==> src/rtl/chan_mux_rr.sv <==
// N-channel stream multiplexer with a one-entry registered output.
// Channel choice is either an external select or round-robin arbitration.
module chan_mux_rr #(
  parameter int WIDTH    = 8,
  parameter int CHANNELS = 4,
  parameter int SEL_W    = 2
) (
  input  logic                      clk,
  input  logic                      rst_n,
  input  logic                      mode,
  input  logic [SEL_W-1:0]          sel,
  input  logic [CHANNELS*WIDTH-1:0] in_data,
  input  logic [CHANNELS-1:0]       in_valid,
  output logic [CHANNELS-1:0]       in_ready,
  output logic [WIDTH-1:0]          out_data,
  output logic                      out_valid,
  input  logic                      out_ready,
  output logic [SEL_W-1:0]          out_chan
);

  localparam int unsigned NCH = CHANNELS;

  logic [SEL_W-1:0] last;
  logic [SEL_W-1:0] grant;
  logic [SEL_W-1:0] idx;
  logic             grant_vld;
  logic             load_en;
  logic             accept;
  logic [WIDTH-1:0] sel_data;

  assign load_en = !out_valid || out_ready;
  assign accept  = grant_vld && load_en;

  always_comb begin
    grant_vld = 1'b0;
    grant     = '0;
    idx       = '0;
    if (!mode) begin
      if (32'(sel) < NCH && in_valid[sel]) begin
        grant_vld = 1'b1;
        grant     = sel;
      end
    end else begin
      // Search starts just after the last RR winner and wraps modulo CHANNELS.
      for (int unsigned k = 1; k <= NCH; k++) begin
        idx = SEL_W'((32'(last) + k) % NCH);
        if (!grant_vld && in_valid[idx]) begin
          grant_vld = 1'b1;
          grant     = idx;
        end
      end
    end
  end

  always_comb begin
    sel_data = '0;
    in_ready = '0;
    for (int unsigned i = 0; i < NCH; i++) begin
      if (grant == SEL_W'(i)) begin
        sel_data    = in_data[i*WIDTH +: WIDTH];
        // Ready is also gated by reset so no producer sees a handshake while held in reset.
        in_ready[i] = rst_n && accept;
      end
    end
  end

  always_ff @(posedge clk or negedge rst_n) begin
    if (!rst_n) begin
      out_valid <= 1'b0;
      out_data  <= '0;
      out_chan  <= '0;
      last      <= SEL_W'(CHANNELS - 1);
    end else if (accept) begin
      out_valid <= 1'b1;
      out_data  <= sel_data;
      out_chan  <= grant;
      if (mode) begin
        last <= grant;
      end
    end else if (out_ready) begin
      out_valid <= 1'b0;
    end
  end

endmodule

==> config.mk <==
export PLATFORM = sky130hd
export DESIGN_NAME = chan_mux_rr
export DESIGN_NICKNAME = d
export VERILOG_FILES = /design/src/rtl/chan_mux_rr.sv
export SDC_FILE = /design/constraint.sdc
export NUM_CORES = 1
export LEC_CHECK = 0
export CAP_MARGIN = 20
export CORE_MARGIN = 3
export CORE_UTILIZATION = 38
export CTS_CLUSTER_DIAMETER = 120
export CTS_CLUSTER_SIZE = 24
export DETAILED_ROUTE_END_ITERATION = 16
export PLACE_DENSITY = 0.82
export SYNTH_ARGS = -nofsm -noshare
export SYNTH_HDL_FRONTEND = slang
export SYNTH_SLANG_ARGS = --single-unit
==> constraint.sdc <==
create_clock -name clk -period 3.2 [get_ports clk]
set_input_delay 0.8 -clock clk [delete_from_list [all_inputs] [get_ports clk]]
set_output_delay 0.8 -clock clk [all_outputs]
set_load 0.01 [all_outputs]
==> Word level (Yosys, flattened, before mapping) <==
Cells that the tools add are included.
{ "totals": {"regBits": 13, "latch_bits": 0, "ram_bits": 0, "mem_bits_ro": 0, "input_bits": 42, "output_inout_bits": 15, "wordCells": 64, "n_memories": 0} }
{ "classes": {"addsub": 4, "multipliers": 0, "div": 0, "n_lt_le_gt_ge": 5, "n_eq_ne": 3, "shift": 0, "n_mux": 35, "bitwise": 0, "n_reduce_logical": 13} }
{ "ops": {"columns": ["operator", "count"], "rows": [
  ["$mux 8", 4],
  ["$mux 1", 20],
  ["$lt 2x3->1 const B", 5],
  ["$mux 2", 6],
  ["$bmux 1 s2", 5],
  ["$logic_and 1x1->1", 5],
  ["$add 2x1->2 const B", 2],
  ["$add 2x2->2 const B", 2],
  ["$eq 2x2->1 const B", 2],
  ["$logic_not 1->1", 4],
  ["$eq 2x1->1 const B", 1],
  ["$logic_not 2->1", 1],
  ["$reduce_and 2->1", 1],
  ["$reduce_bool 2->1", 1],
  ["$logic_or 1x1->1", 1]
]} }

==> Longest topological paths before layout <==
{ "depth": {"word_depth": 22, "depth_mapped": 7, "depth_no_buf": 6} }

==> Worst setup path after synthesis <==
No wires, ideal clock.
{ "synth_path": {"path_kind": "input to output", "start": "input sel[0]", "end": "output in_ready[0]", "arrival_ns": 2.203, "required_time_ns": 2.400, "slack_ns": 0.197, "cell_stages": 7, "n_path_buf": 1, "cell_sequence": "mux2i_1 or3_1 and3_1 nor2_2 buf_2 nand4_1 nor2_1"} }
{ "synth_via": {"elab_chain_cells": 7, "word_cells_on_any_way": 10, "classes_between": "mux (7); reduce/logical (3)"} }
{ "synth_rtl": {"columns": ["item", "line", "text"], "rows": [
  ["start: declaration", "11", "input logic [SEL_W-1:0] sel,"],
  ["$bmux 1 s2", "39", "if (32'(sel) < NCH && in_valid[sel]) begin"],
  ["$mux 1 (not written as such)", "39", null],
  ["$mux 1", "39", null],
  ["$mux 1", "38", "if (!mode) begin"],
  ["$logic_and 1x1->1", "32", "assign accept = grant_vld && load_en;"],
  ["$logic_and 1x1->1", "62", "in_ready[i] = rst_n && accept;"],
  ["$mux 1 *", "59", "if (grant == SEL_W'(i)) begin"],
  ["end: declaration", "14", "output logic [CHANNELS-1:0] in_ready,"]
]} }
Every way passes the cells marked *; elsewhere a longest branch is shown, timed or not. The select of a mux whose other input is x is not followed.

==> Final worst setup path <==
{ "layout_path": {"start": "input in_valid[1]", "end": "output in_ready[2]"} }
{ "layout_via": {"elab_chain_cells": 19, "word_cells_on_any_way": 35, "classes_between": "eq/ne (1); mux (26); reduce/logical (8)"} }
{ "layout_rtl": {"columns": ["item", "line", "text"], "rows": [
  ["start: declaration", "13", "input logic [CHANNELS-1:0] in_valid,"],
  ["$bmux 1 s2", "47", "if (!grant_vld && in_valid[idx]) begin"],
  ["$mux 1 (not written as such)", "47", null],
  ["$mux 1", "47", null],
  ["$mux 1", "38", null],
  ["$logic_not 1->1", "47", null],
  ["$logic_and 1x1->1", "47", null],
  ["$mux 1", "47", null],
  ["$mux 1", "38", null],
  ["[3 not listed]", null, null],
  ["$mux 1", "38", null],
  ["$logic_not 1->1", "47", null],
  ["$logic_and 1x1->1", "47", null],
  ["$mux 1", "47", null],
  ["$mux 1", "38", null],
  ["$logic_and 1x1->1", "32", null],
  ["$logic_and 1x1->1", "62", null],
  ["$mux 1 *", "59", null]
]} }
Marks and branches as above.

==> impl_results.md <==
- Placed Cells: 209
- Worst Clk Skew: 0.004935 ns
- Max rail drop VDD: 0.3979 mV
- Hold_buf cts: 0
- Reg power frac: 31.5%
- I/O Buffers: 56
- Yosys warning total: 0
- Final antenna-violating net count: 0
- Die Area: 3290 um2
- Post-Route Utilization: 77.58%
- Synth Area per Inst: 9.366 um2
- Most common cell after layout, fill and taps aside: clkdlybuf4s50_1
- Routed via count: 1225
- Pre-antenna DRT Iters: 4
- Post-Synthesis Cells: 107
- GR Util All Layers: 22.68%
- Core area: 2361 um2
- Fill cells: 166
- CTS Sinks: 13
- Final WL: 3778 um
- Fin Hold WS: 0.5034 ns
- Ant diodes: 0
- CP Launch Type: input port
- Register area: 327.8 um2
- GRT overflow: 0
- CTS Buf Count: 3
- Async S/R FF share, synth: 100.0%
- Worst EP arrival: 2.30 ns
- Fmax: 0.3224 GHz
- Final GP Congestion: 0.7920
- Detail Placement HPWL: 2954 um
- Final setup fails: 0
- Tcrit/Tclk final: 96.93%
- Setup TNS: 0 ns
- Starting Density: 42.45%
- Final WS setup: 0.09815 ns
- Req. time, crit path: 2.40 ns
- Synthesis-stage register bit count: 13
- Min Tclk post-route: 3.102 ns
- Via/cell ratio: 5.645
- Fin. max-slew vios: 0
- Pint: 526.2 uW
- Fraction of layout cells with a size suffix above 1: 31.22%
- Combinational Power Share: 55.5%
- Worst-path clk slew: 0.08 ns
- Post-synth EDFFs: 0
- Chip width: 57.36 um
- First-pass GRT wire length: 5816 um
- Most frequent cells in the layout: clkdlybuf4s50_1 (45), buf_4 (24), nor2_1 (13), dfrtp_1 (11), mux2i_1 (9)
- RSZ-0062 raised after global routing: false
- P_sw: 299.4 uW
- Most used DFF post-synth: dfrtp_1
- Die Span Y: 57.36 um
- Routed wire per std cell: 17.41 um
- Area of the multi-input gates: 714.4 um2
- Cell Pwr Density: 450.7 nW/um2
- P&R area growth vs syn: 82.77%
- Clock Tree Root: clkbuf_4
- Clock Latency Late Sink: 0.29 ns
- Hold Path Class: reg2reg
- Row cnt: 17
- Crit Path Class: in2out
- DR DRC count: 0
- Post-Syn Nets: 149
- Clock power frac: 13.0%
- P_leak: 0.0007709 uW
- CTS tree: yes
- Post-synth cell types: 40
- Post-synthesis sequential area ratio: 32.71%
- Fin cells: 217
- Vias in the first global route: 1267
- Switch share: 36.26%
- Max Cap Viol: 0
- Dpl ws: -0.6218 ns
- Initial antenna violation count: 0
- Number of H-tree levels: 1
- Largest net degree at the start of global routing: 10
- Mapped Area: 1002 um2
- Clk buf depth: 2
- Iteration-0 DRC Markers: 56
- CP endpoint kind: output port
- Worst Max-Slew Pin Slew: 0.4696 ns
- Nets: 232
- Status: finished, final reports clean
- Final Hold Fails: 0
- Worst Path Max Fanout: 5
- Slew margin rel.: 68.69%
- IO Count: 57
[worst max-delay path: stages]
cell and delay [ns]:
dlygate4sd2_1 0.28, buf_4 0.17, o41ai_4 0.32, buf_4 0.17, and3_4 0.20, nor2_4 0.06
nand4_1 0.12, nor2_1 0.05, buf_2 0.13
[worst paths after layout]
| path | depth (start not counted) | slack, ns | from | endpoint |
|---|---|---|---|---|
| min in group asynchronous | 2 | 0.99 | rst_n | out_data[0] |
| max in group asynchronous | 2 | 1.99 | rst_n | last[1] |
| max reg2reg | 7 | 1.06 | last[0] | out_data[0] |
| max | 9 | 0.1 | in_valid[1] | in_ready[2] |
| min | 2 | 0.50 | out_chan[1] | out_chan[1] |
| min reg2reg | 2 | 0.50 | out_chan[1] | out_chan[1] |
[timing repair]
action | in CTS | in global routing
endpoints found under the setup margin | 4 | 4
pin swaps | 6 | 6
buffers inserted | 3 | 1
resized for setup | 28 | 12
[metrics by stage]
| stage | total power [uW] | area (um2) |
|---|---|---|
| 2_1_floorplan | 462.9 | 1002 |
| 3_3_place_gp | 681.3 | 1732 |
| 3_5_place_dp | 695.6 | 1732 |
| 4_1_cts | 815.0 | 1804 |
| 5_1_grt | 875.4 | 1832 |
| 6_report | 825.6 | 1832 |
[flip-flops by register name, indices dropped and copies added (netlist names)]
name / flops
last: 2
out_valid: 1
out_chan: 2
out_data: 8
[per-layer routing]
metal | global-route usage, % | share of wire [%] | vias to the layer above
met1 | 25.52 | 39 | 591
li1 | - | - | 581
met3 | 6.109 | 5.5 | 8
met5 | 0 | 0 | -
met4 | 7.285 | 1.7 | 0
met2 | 40.97 | 54 | 45
[Yosys cell counts (2+ instances only)]
master    number  area, um2
a211oi_1       8      60.06
a21boi_0       8      60.06
a21oi_1        2      10.01
a21oi_2        2      17.52
a221oi_1       8      70.07
and3b_2        2      20.02
dfrtp_1       11      275.3
dfstp_2        2      52.55
mux2i_1        9      90.09
nand2_1        4      15.01
nand2b_1       4      25.02
nor2_1        16      60.06
nor2b_1        2      12.51
nor3_1         2      10.01
o21ai_0        2      10.01
[final cells by class]
class	count	share of cell area [%]
Sequential cell	13	17.90
Tap cell	28	1.913
Timing Repair Buffer	81	39.48
Multi-Input combinational cell	90	39.00
Inverter	1	0.2049
Clock buffer	3	1.230
Clock inverter	1	0.2732
[kinds of logic after synthesis]
family	share of synthesized area, %
flops	32.71
compound gates	31.34
mux	10.11
simple gates	23.10
buf+inv	2.745
[power groups by stage]
stage,logic [uW],clock network (uW),registers (uW)
after global placement,424,0,258
after CTS,445,110,259
final,458,108,260
after global routing,492,116,268
after floorplan,188,0,274
after detailed placement,434,0,262
Power figures use the tool's default switching activity.
